==> config.mk <==
export PLATFORM = sky130hd
export DESIGN_NAME = mem_bus_arbiter
export DESIGN_NICKNAME = d
export VERILOG_FILES = /design/src/rtl/mem_bus_arbiter.sv
export SDC_FILE = /design/constraint.sdc
export NUM_CORES = 1
export LEC_CHECK = 0
export BUFFER_PORTS_ARGS = -buffer_cell sky130_fd_sc_hd__buf_2
export CELL_PAD_IN_SITES_DETAIL_PLACEMENT = 1
export CELL_PAD_IN_SITES_GLOBAL_PLACEMENT = 1
export CORE_AREA = 4 4 119 121
export DETAILED_ROUTE_END_ITERATION = 6
export DIE_AREA = 0 0 123 125
export PLACE_DENSITY_LB_ADDON = 0.3
export SETUP_SLACK_MARGIN = 0.4
export SLEW_MARGIN = 20
export SYNTH_ARGS = -nofsm -noshare
export SYNTH_HDL_FRONTEND = slang
export SYNTH_SLANG_ARGS = --single-unit
==> constraint.sdc <==
create_clock -name clk -period 1.9 [get_ports clk]
set_input_delay 0.19 -clock clk [delete_from_list [all_inputs] [get_ports clk]]
set_output_delay 0.19 -clock clk [all_outputs]
set_load 0.01 [all_outputs]
==> src/rtl/mem_bus_arbiter.sv <==
// N-master / M-slave round-robin arbiter with address decode and 1-cycle response routing.
// Build option BUS_DECODE_ERR_EN: unmapped accesses respond with m_err=1 and a DEADBEEF pattern.
module mem_bus_arbiter #(
  parameter int unsigned                   NUM_MASTERS = 2,
  parameter int unsigned                   NUM_SLAVES  = 2,
  parameter int unsigned                   ADDR_W      = 32,
  parameter int unsigned                   DATA_W      = 32,
  parameter logic [NUM_SLAVES*ADDR_W-1:0]  SLAVE_BASE  = {32'h0001_0000, 32'h0000_0000},
  parameter logic [NUM_SLAVES*ADDR_W-1:0]  SLAVE_MASK  = {32'hFFFF_0000, 32'hFFFF_C000}
) (
  input  logic                            clk,
  input  logic                            rst_n,
  input  logic [NUM_MASTERS-1:0]          m_req,
  input  logic [NUM_MASTERS*ADDR_W-1:0]   m_addr,
  input  logic [NUM_MASTERS-1:0]          m_we,
  input  logic [NUM_MASTERS*DATA_W/8-1:0] m_be,
  input  logic [NUM_MASTERS*DATA_W-1:0]   m_wdata,
  output logic [NUM_MASTERS-1:0]          m_gnt,
  output logic [NUM_MASTERS-1:0]          m_rvalid,
  output logic [DATA_W-1:0]               m_rdata,
  output logic                            m_err,
  output logic [NUM_SLAVES-1:0]           s_req,
  output logic [ADDR_W-1:0]               s_addr,
  output logic                            s_we,
  output logic [DATA_W/8-1:0]             s_be,
  output logic [DATA_W-1:0]               s_wdata,
  input  logic [NUM_SLAVES-1:0]           s_gnt,
  input  logic [NUM_SLAVES*DATA_W-1:0]    s_rdata
);

  localparam int unsigned BE_W = DATA_W / 8;
  localparam int unsigned MW   = (NUM_MASTERS > 1) ? $clog2(NUM_MASTERS) : 1;
  localparam int unsigned SW   = (NUM_SLAVES > 1) ? $clog2(NUM_SLAVES) : 1;

`ifdef BUS_DECODE_ERR_EN
  localparam logic              ERR_EN   = 1'b1;
  localparam logic [DATA_W-1:0] ERR_DATA = DATA_W'(32'hDEAD_BEEF);
`else
  localparam logic              ERR_EN   = 1'b0;
  localparam logic [DATA_W-1:0] ERR_DATA = '0;
`endif

  typedef enum logic {
    ST_FREE = 1'b0,
    ST_LOCK = 1'b1
  } state_e;

  state_e                 state_q, state_d;
  logic [MW-1:0]          lock_mst_q, lock_mst_d;
  logic [MW-1:0]          ptr_q, ptr_d;
  logic [NUM_MASTERS-1:0] rvalid_q, rvalid_d;
  logic [SW-1:0]          rslv_q, rslv_d;
  logic                   runmap_q, runmap_d;

  logic                   win_found;
  logic [MW-1:0]          win_idx;
  logic [MW-1:0]          cand_idx;
  int unsigned            cand;
  logic [ADDR_W-1:0]      win_addr;
  logic                   hit;
  logic [SW-1:0]          hit_idx;
  logic                   req_ok;
  logic                   granted;

  always_ff @(posedge clk or negedge rst_n) begin
    if (!rst_n) begin
      state_q    <= ST_FREE;
      lock_mst_q <= '0;
      ptr_q      <= '0;
      rvalid_q   <= '0;
      rslv_q     <= '0;
      runmap_q   <= 1'b0;
    end else begin
      state_q    <= state_d;
      lock_mst_q <= lock_mst_d;
      ptr_q      <= ptr_d;
      rvalid_q   <= rvalid_d;
      rslv_q     <= rslv_d;
      runmap_q   <= runmap_d;
    end
  end

  // Arbitration, decode, grant and lock/pointer next-state.
  always_comb begin
    win_found  = 1'b0;
    win_idx    = '0;
    cand       = 0;
    cand_idx   = '0;
    hit        = 1'b0;
    hit_idx    = '0;
    m_gnt      = '0;
    s_req      = '0;
    s_addr     = '0;
    s_we       = 1'b0;
    s_be       = '0;
    s_wdata    = '0;
    state_d    = state_q;
    lock_mst_d = lock_mst_q;
    ptr_d      = ptr_q;
    rvalid_d   = '0;
    rslv_d     = rslv_q;
    runmap_d   = runmap_q;

    if (state_q == ST_LOCK) begin
      win_found = m_req[lock_mst_q];
      win_idx   = lock_mst_q;
    end else begin
      for (int unsigned i = 0; i < NUM_MASTERS; i++) begin
        cand     = (32'(ptr_q) + i) % NUM_MASTERS;
        cand_idx = MW'(cand);
        if (!win_found && m_req[cand_idx]) begin
          win_found = 1'b1;
          win_idx   = cand_idx;
        end
      end
    end

    win_addr = m_addr[32'(win_idx)*ADDR_W +: ADDR_W];
    for (int unsigned s = 0; s < NUM_SLAVES; s++) begin
      if (!hit && ((win_addr & SLAVE_MASK[s*ADDR_W +: ADDR_W]) == SLAVE_BASE[s*ADDR_W +: ADDR_W])) begin
        hit     = 1'b1;
        hit_idx = SW'(s);
      end
    end

    // Unmapped requests are accepted by the arbiter itself.
    req_ok  = win_found & rst_n;
    granted = req_ok & (~hit | s_gnt[hit_idx]);

    if (req_ok) begin
      if (hit) s_req[hit_idx] = 1'b1;
      s_addr  = win_addr;
      s_we    = m_we[win_idx];
      s_be    = m_be[32'(win_idx)*BE_W +: BE_W];
      s_wdata = m_wdata[32'(win_idx)*DATA_W +: DATA_W];
    end

    if (granted) begin
      m_gnt[win_idx]    = 1'b1;
      rvalid_d[win_idx] = 1'b1;
      rslv_d            = hit_idx;
      runmap_d          = ~hit;
      ptr_d             = (win_idx == MW'(NUM_MASTERS - 1)) ? '0 : win_idx + MW'(1);
    end

    case (state_q)
      ST_FREE: begin
        if (req_ok && !granted) begin
          state_d    = ST_LOCK;
          lock_mst_d = win_idx;
        end
      end
      ST_LOCK: begin
        if (granted || !req_ok) state_d = ST_FREE;
      end
      default: state_d = ST_FREE;
    endcase
  end

  // Response routing from the registered {master, slave, unmapped} tag.
  always_comb begin
    m_rvalid = rvalid_q;
    m_rdata  = '0;
    m_err    = 1'b0;
    if (|rvalid_q) begin
      if (runmap_q) begin
        m_rdata = ERR_DATA;
        m_err   = ERR_EN;
      end else begin
        m_rdata = s_rdata[32'(rslv_q)*DATA_W +: DATA_W];
      end
    end
  end

endmodule

==> results of run 1 <==
stage by stage:
step	area (um2)	worst slack, ns	util
3_5_place_dp	4040	0.004047	0.3088
3_3_place_gp	4040	0.05895	0.3088
4_1_cts	4957	-0.1343	0.3788
6_report	5241	-0.1602	0.4006
2_1_floorplan	2232	0.2851	-
5_1_grt	5241	-0.2781	0.4006
cell families (layout without fill, tap and decap cells):
group                  count (synthesis)  in the layout
other                                  1              1
AOI/OAI and AO/OA                     81             82
muxes                                 36             36
and+or+nand+nor                      203            203
buffers and inverters                 32            378
DFF                                    7              7
where the power goes:
part / internal (W) / switching [W]
registers: 0.000155 / 0.00000715
clock network: 0.000280 / 0.0000846
logic: 0.000629 / 0.000594
total: 0.00106 / 0.000686
repair_timing:
| action | CTS | global route |
|---|---|---|
| pin swaps | 12 | 51 |
| gates resized for setup | 60 | 41 |
| endpoints found under the hold margin | 7 | 0 |
| endpoints found under the setup margin | 112 | 95 |
| hold buffers | 1 | 0 |
| gates cloned | 15 | 4 |
| buffers inserted | 18 | 7 |
critical path: cells and delay by family, from the launching register on:
family,cells,cell delay (ns)
muxes,1,0.20
buffers and inverters,2,0.24
and+or+nand+nor,2,0.26
DFF,1,0.38
AOI/OAI and AO/OA,2,0.55
area by class of cell:
cell class,count,area (um2),share of cell area
tap,176,220.2,0.04201
timing repair buffer,373,2596,0.4953
sequential,7,178.9,0.03414
clock buffer,4,78.83,0.01504
multi-input combinational,322,2163,0.4127
inverter,1,3.754,0.0007162
routing by layer:
layer  up-vias  routed length (um)  track usage
li1       1898                   -            -
met2       188                8931       0.3802
met5         -                   0            0
met4         0                 169      0.02345
met3        14                1578      0.05736
met1      1827                5288       0.1751
worst max-delay path by stage:
stage	end	start	slack, ns
2_1_floorplan	m_gnt[1]	ptr_q$_DFFE_PN0N_	0.29
3_3_place_gp	s_req[1]	state_q$_DFF_PN0_	0.06
3_5_place_dp	s_req[1]	state_q$_DFF_PN0_	0.004
4_1_cts	m_gnt[0]	ptr_q$_DFFE_PN0N_	-0.13
5_1_grt	s_wdata[17]	ptr_q$_DFFE_PN0N_	-0.28
6_report	m_gnt[0]	ptr_q$_DFFE_PN0N_	-0.16
state kept, by name (all words and copies together), names as in the netlist:
name	cells
lock_mst_q	1
ptr_q	1
m_rvalid	2
rslv_q	1
state_q	1
runmap_q	1
layout by cell type, fill, tap and decap left out, drive strengths merged:
master	netlist	final
buf	16	367
nand2	140	140
a21oi	72	72
nor2	43	43
mux2i	35	35
clkbuf	15	9
nor4	7	7
dfrtp	7	7
nand2b	4	4
nand3	3	3
o21bai	2	3
nand4	2	2
nor2b	2	2
a22o	2	2
a22oi	1	1
or4	1	1
o211ai	1	1
o21ai	1	1
mux2	1	1
a41o	1	1
inv	1	1
nor3	1	1
a21o	1	1
conb	1	1
dlygate4sd3	0	1
==> impl_results.md, run 1 <==
- Yosys warning count: 0
- Post-Synth Simple-Gate Area: 0.4213
- #FFs+latches synth: 7
- Slowest cell on crit path: dfrtp_1
- Hpwl dp: 11,190 um
- Post-synthesis cell count: 360
- Synthesized cell area: 1948 um2
- Initial DRC count: 52
- Top cells by count, synth: nand2_1 (140), a21oi_1 (71), nor2_1 (42)
- RSZ-0062 raised after global routing: true
- Clk_lat worst skew: 0.23 ns
- Hold path startpoint: m_req[1]
- Adder-cell share of the synthesized area: 0
- Fill cells: 1,658
- Fin cells: 883
- Total core area: 13,090 um2
- Sequential fraction of the synthesis area: 0.08992
- Max-cap violations: 0
- Post-DRT Antenna Nets: 0
- Critical Path RT: 1.71 ns
- Routed WL: 15,970 um
- Input/output buffers: 314
- Reg2reg setup slack: -0.04 ns
- Crit. End Element: output port
- Net Count, Synth: 568
- IO Count: 316
- Mapped Avg Cell Area: 5.411 um2
- Main combinational cell family by area after synthesis: simple AND/OR/NAND/NOR gates
- Wire per inst: 18.08 um
- Yosys top cell by area: nand2_1
- Worst hold slack: 0.2890 ns
- Gr usage total: 0.1835
- Final clock skew: 0.002296 ns
- Clock buffer depth: 2
- Worst EP arrival: 1.87 ns
- Worst-path cell chain: nand2b_4, buf_4, a22o_4, mux2i_4, a41o_4, nor2_4, buf_6
- Clock Tree Root: clkbuf_16
- Async SR Flop Fraction: 1.000
- FF-to-FF path depth: 8
- Fin crit share: 1.084
- Power Density: 333.9 nW/um2
- DRT Pass-1 Iters: 4
- Setup TNS: -7.554 ns
- Hold Path Depth: 3
- Fin crit period: 2.060 ns
- Final Slew Violations: 0
- Die ar.: 15,380 um2
- Residual DRC: 0
- Hold Path End: lock_mst_q$_DFFE_PN0P_
- Post-synthesis compound-gate area fraction: 0.2235
- Leak: 2.726 nW
- Fmax: 0.4854 GHz
- Vias per cell: 4.447
- ANT cells: 0
- Sink Count: 7
- Main synth FF type: dfrtp_1
- Die Y: 125 um
- Largest net degree at the start of global routing: 49
- Setup CP Type: reg -> out
- Final Wtd Congestion: 0.7721
- Failing checks: negative setup slack
- Top fanout value on the critical path: 5
- R2r endpoint: lock_mst_q$_DFFE_PN0P_
- Post-synth EDFFs: 0
- Yosys top cell area share: 0.2697
- Vias in the first global route: 4,220
- Final hold vios: 0
- Worst setup SP type: flop
- Final Power: 0.001750 W
- Run status: finished, violations left
- Initial core utilization: 0.1489
- Grt ovf: 0
- Synth area leaders: nand2_1 (27%), a21oi_1 (18%), mux2i_1 (18%)
- Maximum VDD drop: 229.3 uV
- Area grow syn2layout: 169.0%
- TritonCTS Buffers: 3
- Distinct cells, synth: 30
- Final net count: 916
- DR vias: 3,927
- H-tree depth: 1
- Top-count cell post-synth: nand2_1
- Worst R2R Start: ptr_q$_DFFE_PN0N_
- # setup viols final: 74
- CTS tree: yes
- Post-Synth XOR/XNOR Area: 0
- Initial antenna violation count: 0
- Global-route wire length before repair: 22,300 um
- Layout cell share with drive strength beyond 1: 0.7016
- Row Count: 42
- Fraction of synthesized area in multiplexers: 0.1875
- Hold WC Path Type: in -> reg
- Clock-pin slew on the worst setup and hold paths: 0.04 ns
- Placed insts: 834
- Max incr delay on CP: 0.38 ns
- Final setup margin: -0.1602 ns
- Die span in x: 123 um
Power figures use the tool's default switching activity.
==> run 2: changes to the inputs <==
PLACE_DENSITY = 0.87   (was not set)
PLACE_DENSITY_LB_ADDON = not set   (was 0.3)
==> run 2 against run 1 <==
- the run still ends with negative setup slack left
- register-to-register slack got worse by 0.05 ns
- core utilization is 0.69 points lower
- critical path depth increased by 2
- die area did not move
- wire length is 3.0% lower
- first-iteration DRC count rose by 120%
- count of clock-buffer cells in the layout down 1
- sequential share of layout area increased by 0.084 points
- flip-flop and latch count is the same
- final cell count is the same
- worst setup slack lost 0.0098 ns
- critical endpoint is now m_gnt[1]
- largest power group unchanged
==> impl_results.md, run 2 (synthesized netlist as in run 1, its figures left out) <==
- RSZ-0062 raised after global routing: true
- Sw Ratio: 0.4073 (+0.01562)
- Leak: 2.703 nW (-0.85%)
- Initial antenna violation count: 0 (unchanged)
- Initial core utilization: 0.1489 (unchanged)
- Row Count: 42 (unchanged)
- FF-to-FF path depth: 8 (unchanged)
- Hold WC Path Type: in -> reg
- Sequential power share: 0.098 (+0.005)
- Clock-pin slew on the worst setup and hold paths: 0.04 ns (about the same)
- Fin crit period: 2.070 ns (+0.009770 ns)
- Clock buffer depth: 2 (unchanged)
- ANT cells: 0 (unchanged)
- Residual DRC: 0 (unchanged)
- Most used cell, CP: buf_6
- Hold Path Depth: 3 (unchanged)
- Clk_lat worst skew: 0.23 ns (about the same)
- Largest net degree at the start of global routing: 50 (+2.0%)
- Setup CP Type: reg -> out
- IO Count: 316 (unchanged)
- CTS tree: yes
- H-tree depth: 1 (unchanged)
- Die Y: 125 um (unchanged)
- Final setup margin: -0.1699 ns (-0.009770 ns)
- Hpwl dp: 11,080 um (-0.91%)
- Sink Count: 7 (unchanged)
- R2r endpoint: rslv_q$_DFFE_PN0N_
- Logic pwr share: 0.682 (-0.017)
- Run status: finished, violations left
- Top fanout value on the critical path: 7 (+2)
- Fmax: 0.4831 GHz (-0.47%)
- Hold path startpoint: m_req[1]
- Routed WL: 15,480 um (-3.0%)
- Failing checks: negative setup slack
- TritonCTS Buffers: 3 (unchanged)
- Multi-input gate area: 2228 um2 (+3.0%)
- Final hold vios: 0 (unchanged)
- Area grow syn2layout: 164.4%
- Total core area: 13,090 um2 (unchanged)
- Fill cells: 1,724 (+4.0%)
- Commonest cells after routing, fill and taps aside: buf_2 (307), nand2_1 (110), a21oi_2 (60)
- Hold Path End: lock_mst_q$_DFFE_PN0P_
- Vias per cell: 4.508 (+1.4%)
- Fin crit share: 1.089 (+0.005142)
- Gr usage total: 0.1654 (-0.01815)
- Reg2reg setup slack: -0.09 ns (-0.05 ns)
- Power Density: 324.3 nW/um2 (-2.9%)
- Util after Layout: 0.3937 (-0.006885)
- Net Switching: 0.0006804 W (-0.74%)
- Max incr delay on CP: 0.45 ns (+0.07 ns)
- Number of flip-flops in the largest register: 2 (unchanged)
- Final Slew Violations: 0 (unchanged)
- Wire per inst: 17.53 um (-3.0%)
- Vias in the first global route: 4,093 (-3.0%)
- Internal power: 0.0009902 W (-7.0%)
- Worst EP arrival: 1.88 ns (about the same)
- Clock Tree Root: clkbuf_16
- Final clock skew: 0.0006327 ns (-0.001663 ns)
- Final net count: 916 (unchanged)
- Placed insts: 837 (+0.36%)
- Fin cells: 883 (unchanged)
- Die ar.: 15,380 um2 (unchanged)
- Share of total power in the clock network: 0.220 (+0.012)
- Post-DRT Antenna Nets: 0 (unchanged)
- DR vias: 3,981 (+1.4%)
- Final Wtd Congestion: 0.8214 (+6.4%)
- Max-cap violations: 0 (unchanged)
- Crit. End Element: output port
- Reg area: 180.2 um2 (+0.70%)
- Die span in x: 123 um (unchanged)
- Input/output buffers: 314 (unchanged)
- Maximum VDD drop: 179.5 uV (-22%)
- Initial DRC count: 112 (+120%)
- Worst setup SP type: flop
- Grt ovf: 0 (unchanged)
- DRT Pass-1 Iters: 4 (unchanged)
- # setup viols final: 70 (-5.4%)
- Worst R2R Start: ptr_q$_DFFE_PN0N_
- Slowest cell on crit path: dfrtp_2
- Layout cell share with drive strength beyond 1: 0.7115 (+0.009901)
- Worst-path cell chain: nor2b_4, a22oi_2, buf_4, buf_8, buf_6, clkbuf_16, buf_6, nor2_4, buf_6
- Critical Path RT: 1.71 ns (about the same)
- Global-route wire length before repair: 20,620 um (-7.5%)
- Most common cell after layout, fill and taps aside: buf_2
-- run 2: cell types whose count changed in the layout (fill, tap and decap cells not counted), sizes merged --
cell,delta
buf,-2
clkbuf,+1
clkinv,+1
-- run 2: how the worst max path moves through the flow --
stage          slack, ns          to  cells after the start               from
4_1_cts            -0.16    m_gnt[0]                      6  ptr_q$_DFFE_PN0N_
2_1_floorplan       0.29    m_gnt[1]                      5  ptr_q$_DFFE_PN0N_
5_1_grt            -0.26  s_addr[21]                      9  ptr_q$_DFFE_PN0N_
3_3_place_gp       -0.21    s_req[1]                      8         m_addr[18]
6_report           -0.17    m_gnt[1]                      9  state_q$_DFF_PN0_
3_5_place_dp       -0.24    s_req[1]                      8         m_addr[18]
-- run 2: repair_timing --
action                                 in CTS  in global routing
setup buffers                              16                 11
pin swaps                                   6                 51
cloned                                      2                 12
endpoints found under the hold margin       7                  0
setup endpoints to repair                 112                103
resized for setup                          38                 88
hold buffers                                1                  0
-- run 2: stage by stage --
stage	setup TNS, ns	total power (W)	hold WS [ns]	area, um2	setup WS (ns)
2_1_floorplan	0	0.0005909	-0.1056	2232	0.2851
3_3_place_gp	-1.356	0.001001	0.1127	4063	-0.2089
3_5_place_dp	-1.375	0.001023	0.1176	4070	-0.2381
4_1_cts	-5.070	0.001479	0.2426	4499	-0.1565
5_1_grt	-14.32	0.001780	0.2946	5151	-0.2595
6_report	-6.833	0.001671	0.2486	5151	-0.1699
-- run 2: layer usage --
metal | routed length, um | track usage | part of all wire | vias up
met1 | 5517 | 0.1759 | 0.36 | 1872
li1 | - | - | - | 1901
met3 | 1519 | 0.04562 | 0.098 | 17
met2 | 8199 | 0.3213 | 0.53 | 191
met4 | 244 | 0.02997 | 0.016 | 0
met5 | 0 | 0 | 0 | -
-- run 2: final cells by class --
cell class / instances / area share
Inverter: 1 / 0.0007287
Clock inverter: 1 / 0.0009716
Timing Repair Buffer: 373 / 0.4734
Multi-Input combinational cell: 322 / 0.4326
Tap cell: 176 / 0.04275
Sequential cell: 7 / 0.03498
Clock buffer: 3 / 0.01457
-- run 2: power by group through the flow --
stage          combinational [W]  clock, W  sequential (W)
2_1_floorplan           0.000430         0        0.000161
3_3_place_gp            0.000841         0        0.000160
3_5_place_dp            0.000861         0        0.000162
4_1_cts                 0.000945  0.000371        0.000163
5_1_grt                  0.00124  0.000379        0.000164
6_report                 0.00114  0.000368        0.000163
-- run 2: worst max-delay path: cells and delay by family (launching register included) --
family / cells / cell delay, ns
compound gates: 1 / 0.10
buf+inv: 6 / 0.81
simple gates: 2 / 0.27
flops: 1 / 0.45
==> run 3: changes to the inputs <==
--- a/config.mk
+++ b/config.mk
@@ -13,5 +13,5 @@
 export DIE_AREA = 0 0 123 125
 export PLACE_DENSITY = 0.87
-export SETUP_SLACK_MARGIN = 0.4
+export SETUP_SLACK_MARGIN = 0.02
 export SLEW_MARGIN = 20
 export SYNTH_ARGS = -nofsm -noshare
==> constraint.sdc (replaced) <==
create_clock -name clk -period 1.9 [get_ports clk]
set_input_delay 0.095 -clock clk [delete_from_list [all_inputs] [get_ports clk]]
set_output_delay 0.095 -clock clk [all_outputs]
set_load 0.01 [all_outputs]
==> run 3 against run 2 <==
- the flow still finishes with violations (negative setup slack)
- combinational power fell by 13%
- global-route usage is 0.41 points lower
- total power decreased by 9.0%
- highest routed layer unchanged
- via count down 4.6%
- worst hold slack worse by 0.094 ns
- fmax grew 4.8%
- largest power group unchanged
- register-to-register slack better by 0.09 ns
- clock skew about the same
- first-iteration DRC count is 27% higher
- sequential power about the same
- die area did not move
- clock power about the same
==> impl_results.md, run 3 (synthesized netlist as in run 1, its figures left out) <==
- Hold path startpoint: m_req[1]
- Fmax: 0.5062 GHz (+4.8%)
- Final hold vios: 0 (unchanged)
- Hpwl dp: 10,860 um (-2.0%)
- Fill cells: 1,737 (+0.75%)
- Sink Count: 7 (unchanged)
- RSZ-0062 raised after global routing: true
- Leak: 2.383 nW (-12%)
- Failing checks: negative setup slack
- Initial antenna violation count: 0 (unchanged)
- Final setup margin: -0.07534 ns (+0.09461 ns)
- Clock-pin slew on the worst setup and hold paths: 0.04 ns (about the same)
- Post-DRT Antenna Nets: 0 (unchanged)
- Final clock skew: 0.0004867 ns (-0.0001460 ns)
- Crit. End Element: output port
- Clk_lat worst skew: 0.24 ns (about the same)
- Initial DRC count: 142 (+27%)
- DR vias: 3,799 (-4.6%)
- Placed insts: 829 (-0.96%)
- Global-route wire length before repair: 19,840 um (-3.8%)
- Final net count: 883 (-3.6%)
- Largest net degree at the start of global routing: 47 (-6.0%)
- # setup viols final: 18 (-74%)
- Residual DRC: 0 (unchanged)
- Vias in the first global route: 3,908 (-4.5%)
- Die span in x: 123 um (unchanged)
- Worst R2R Start: state_q$_DFF_PN0_
- Row Count: 42 (unchanged)
- Worst-path cell chain: nand2b_4, a22oi_2, mux2_4, a41o_4, nor2_4, buf_6
- Maximum VDD drop: 227.8 uV (+27%)
- H-tree depth: 1 (unchanged)
- Commonest cells after routing, fill and taps aside: buf_2 (311), nand2_1 (123), a21oi_2 (48)
- R2r endpoint: lock_mst_q$_DFFE_PN0P_
- Routed WL: 14,590 um (-5.8%)
- Slowest cell on crit path: dfrtp_1
- Top fanout value on the critical path: 5 (-2)
- Most common cell after layout, fill and taps aside: buf_2
- Die ar.: 15,380 um2 (unchanged)
- Worst setup SP type: flop
- Fin crit share: 1.040 (-0.04979)
- FF-to-FF path depth: 7 (-1)
- Gr usage total: 0.1612 (-0.004131)
- Max incr delay on CP: 0.38 ns (-0.07 ns)
- Hold Path Depth: 3 (unchanged)
- Critical Path RT: 1.80 ns (+0.09 ns)
- Total core area: 13,090 um2 (unchanged)
- Wire per inst: 17.16 um (-2.1%)
- ANT cells: 0 (unchanged)
- Clock Tree Root: clkbuf_16
- DRT Pass-1 Iters: 4 (unchanged)
- Max-cap violations: 0 (unchanged)
- Input/output buffers: 314 (unchanged)
- Fin cells: 850 (-3.7%)
- Worst EP arrival: 1.88 ns (about the same)
- Number of flip-flops in the largest register: 2 (unchanged)
- Fin crit period: 1.975 ns (-0.09461 ns)
- Worst hold slack: 0.1549 ns (-0.09365 ns)
- CTS tree: yes
- Vias per cell: 4.469 (-0.87%)
- Run status: finished, violations left
- Layout cell share with drive strength beyond 1: 0.6335 (-0.07793)
- Hold WC Path Type: in -> reg
- IO Count: 316 (unchanged)
- Area grow syn2layout: 128.6%
- Grt ovf: 0 (unchanged)
- Final Slew Violations: 0 (unchanged)
- Setup CP Type: reg -> out
- Die Y: 125 um (unchanged)
- Clock buffer depth: 2 (unchanged)
- TritonCTS Buffers: 3 (unchanged)
- Hold Path End: lock_mst_q$_DFFE_PN0P_
- Reg2reg setup slack: 0 ns (+0.09 ns)
- Power Density: 341.1 nW/um2 (+5.2%)
- Final Wtd Congestion: 0.8219 (about the same)
- Initial core utilization: 0.1489 (unchanged)
[run 3: cell types whose count changed in the layout (fill, tap and decap cells not counted), sizes merged]
cell	before	now
o21bai	3	2
bufbuf	0	1
clkbuf	10	6
clkinv	1	0
buf	365	337
[run 3: stage by stage]
step / setup slack (ns) / utilization / setup TNS [ns] / total power, W / cell area, um2
4_1_cts: -0.1255 / 0.3059 / -3.151 / 0.001380 / 4003
5_1_grt: -0.1622 / 0.3404 / -5.476 / 0.001624 / 4454
3_5_place_dp: 0.008417 / 0.2852 / 0 / 0.0009251 / 3732
3_3_place_gp: 0.1130 / 0.2852 / 0 / 0.0009066 / 3732
2_1_floorplan: 0.2040 / - / 0 / 0.0005065 / 1948
6_report: -0.07534 / 0.3404 / -0.6426 / 0.001520 / 4454
[run 3: how the worst max path moves through the flow]
| stage | start | end | slack [ns] | cells after the start |
|---|---|---|---|---|
| CTS | ptr_q$_DFFE_PN0N_ | m_gnt[0] | -0.13 | 6 |
| global placement | ptr_q$_DFFE_PN0N_ | s_req[0] | 0.11 | 8 |
| finish | ptr_q$_DFFE_PN0N_ | m_gnt[0] | -0.08 | 6 |
| detailed placement | state_q$_DFF_PN0_ | lock_mst_q$_DFFE_PN0P_ | 0.008 | 6 |
| floorplan | ptr_q$_DFFE_PN0N_ | rslv_q$_DFFE_PN0N_ | 0.20 | 5 |
| global route | ptr_q$_DFFE_PN0N_ | m_gnt[0] | -0.16 | 6 |
[run 3: per-layer routing]
layer  vias up  GRT usage  wire length, um
li1       1827          -                -
met1      1762     0.1729             5264
met2       197     0.3120             7624
met3        13    0.04065             1532
met4         0    0.03388              165
met5         -          0                0
[run 3: where the power goes]
group | internal, W | switching [W] | total (W)
clock network | 0.000280 | 0.0000909 | 0.000371
registers | 0.000156 | 0.00000403 | 0.000160
logic | 0.000467 | 0.000522 | 0.000989
[run 3: timing repair]
item,in CTS,in global routing
setup endpoints to repair,74,76
hold endpoints to repair,7,0
resized for setup,16,92
hold buffers,1,0
cloned,3,4
pin swaps,5,27
buffers inserted,6,5
[run 3: area by class of cell]
type                            instances  area (um2)  share of cell area
Multi-Input combinational cell        321        1987              0.4461
Timing Repair Buffer                  341        1986              0.4458
Tap cell                              176       220.2             0.04944
Sequential cell                         7       178.9             0.04017
Clock buffer                            4       78.83             0.01770
Inverter                                1       3.754           0.0008427
[run 3: worst max-delay path: cells and delay by family (launching register included)]
kind / cells / cell delay (ns)
compound gates: 2 / 0.53
buf+inv: 1 / 0.11
flops: 1 / 0.38
mux: 1 / 0.35
simple gates: 2 / 0.28
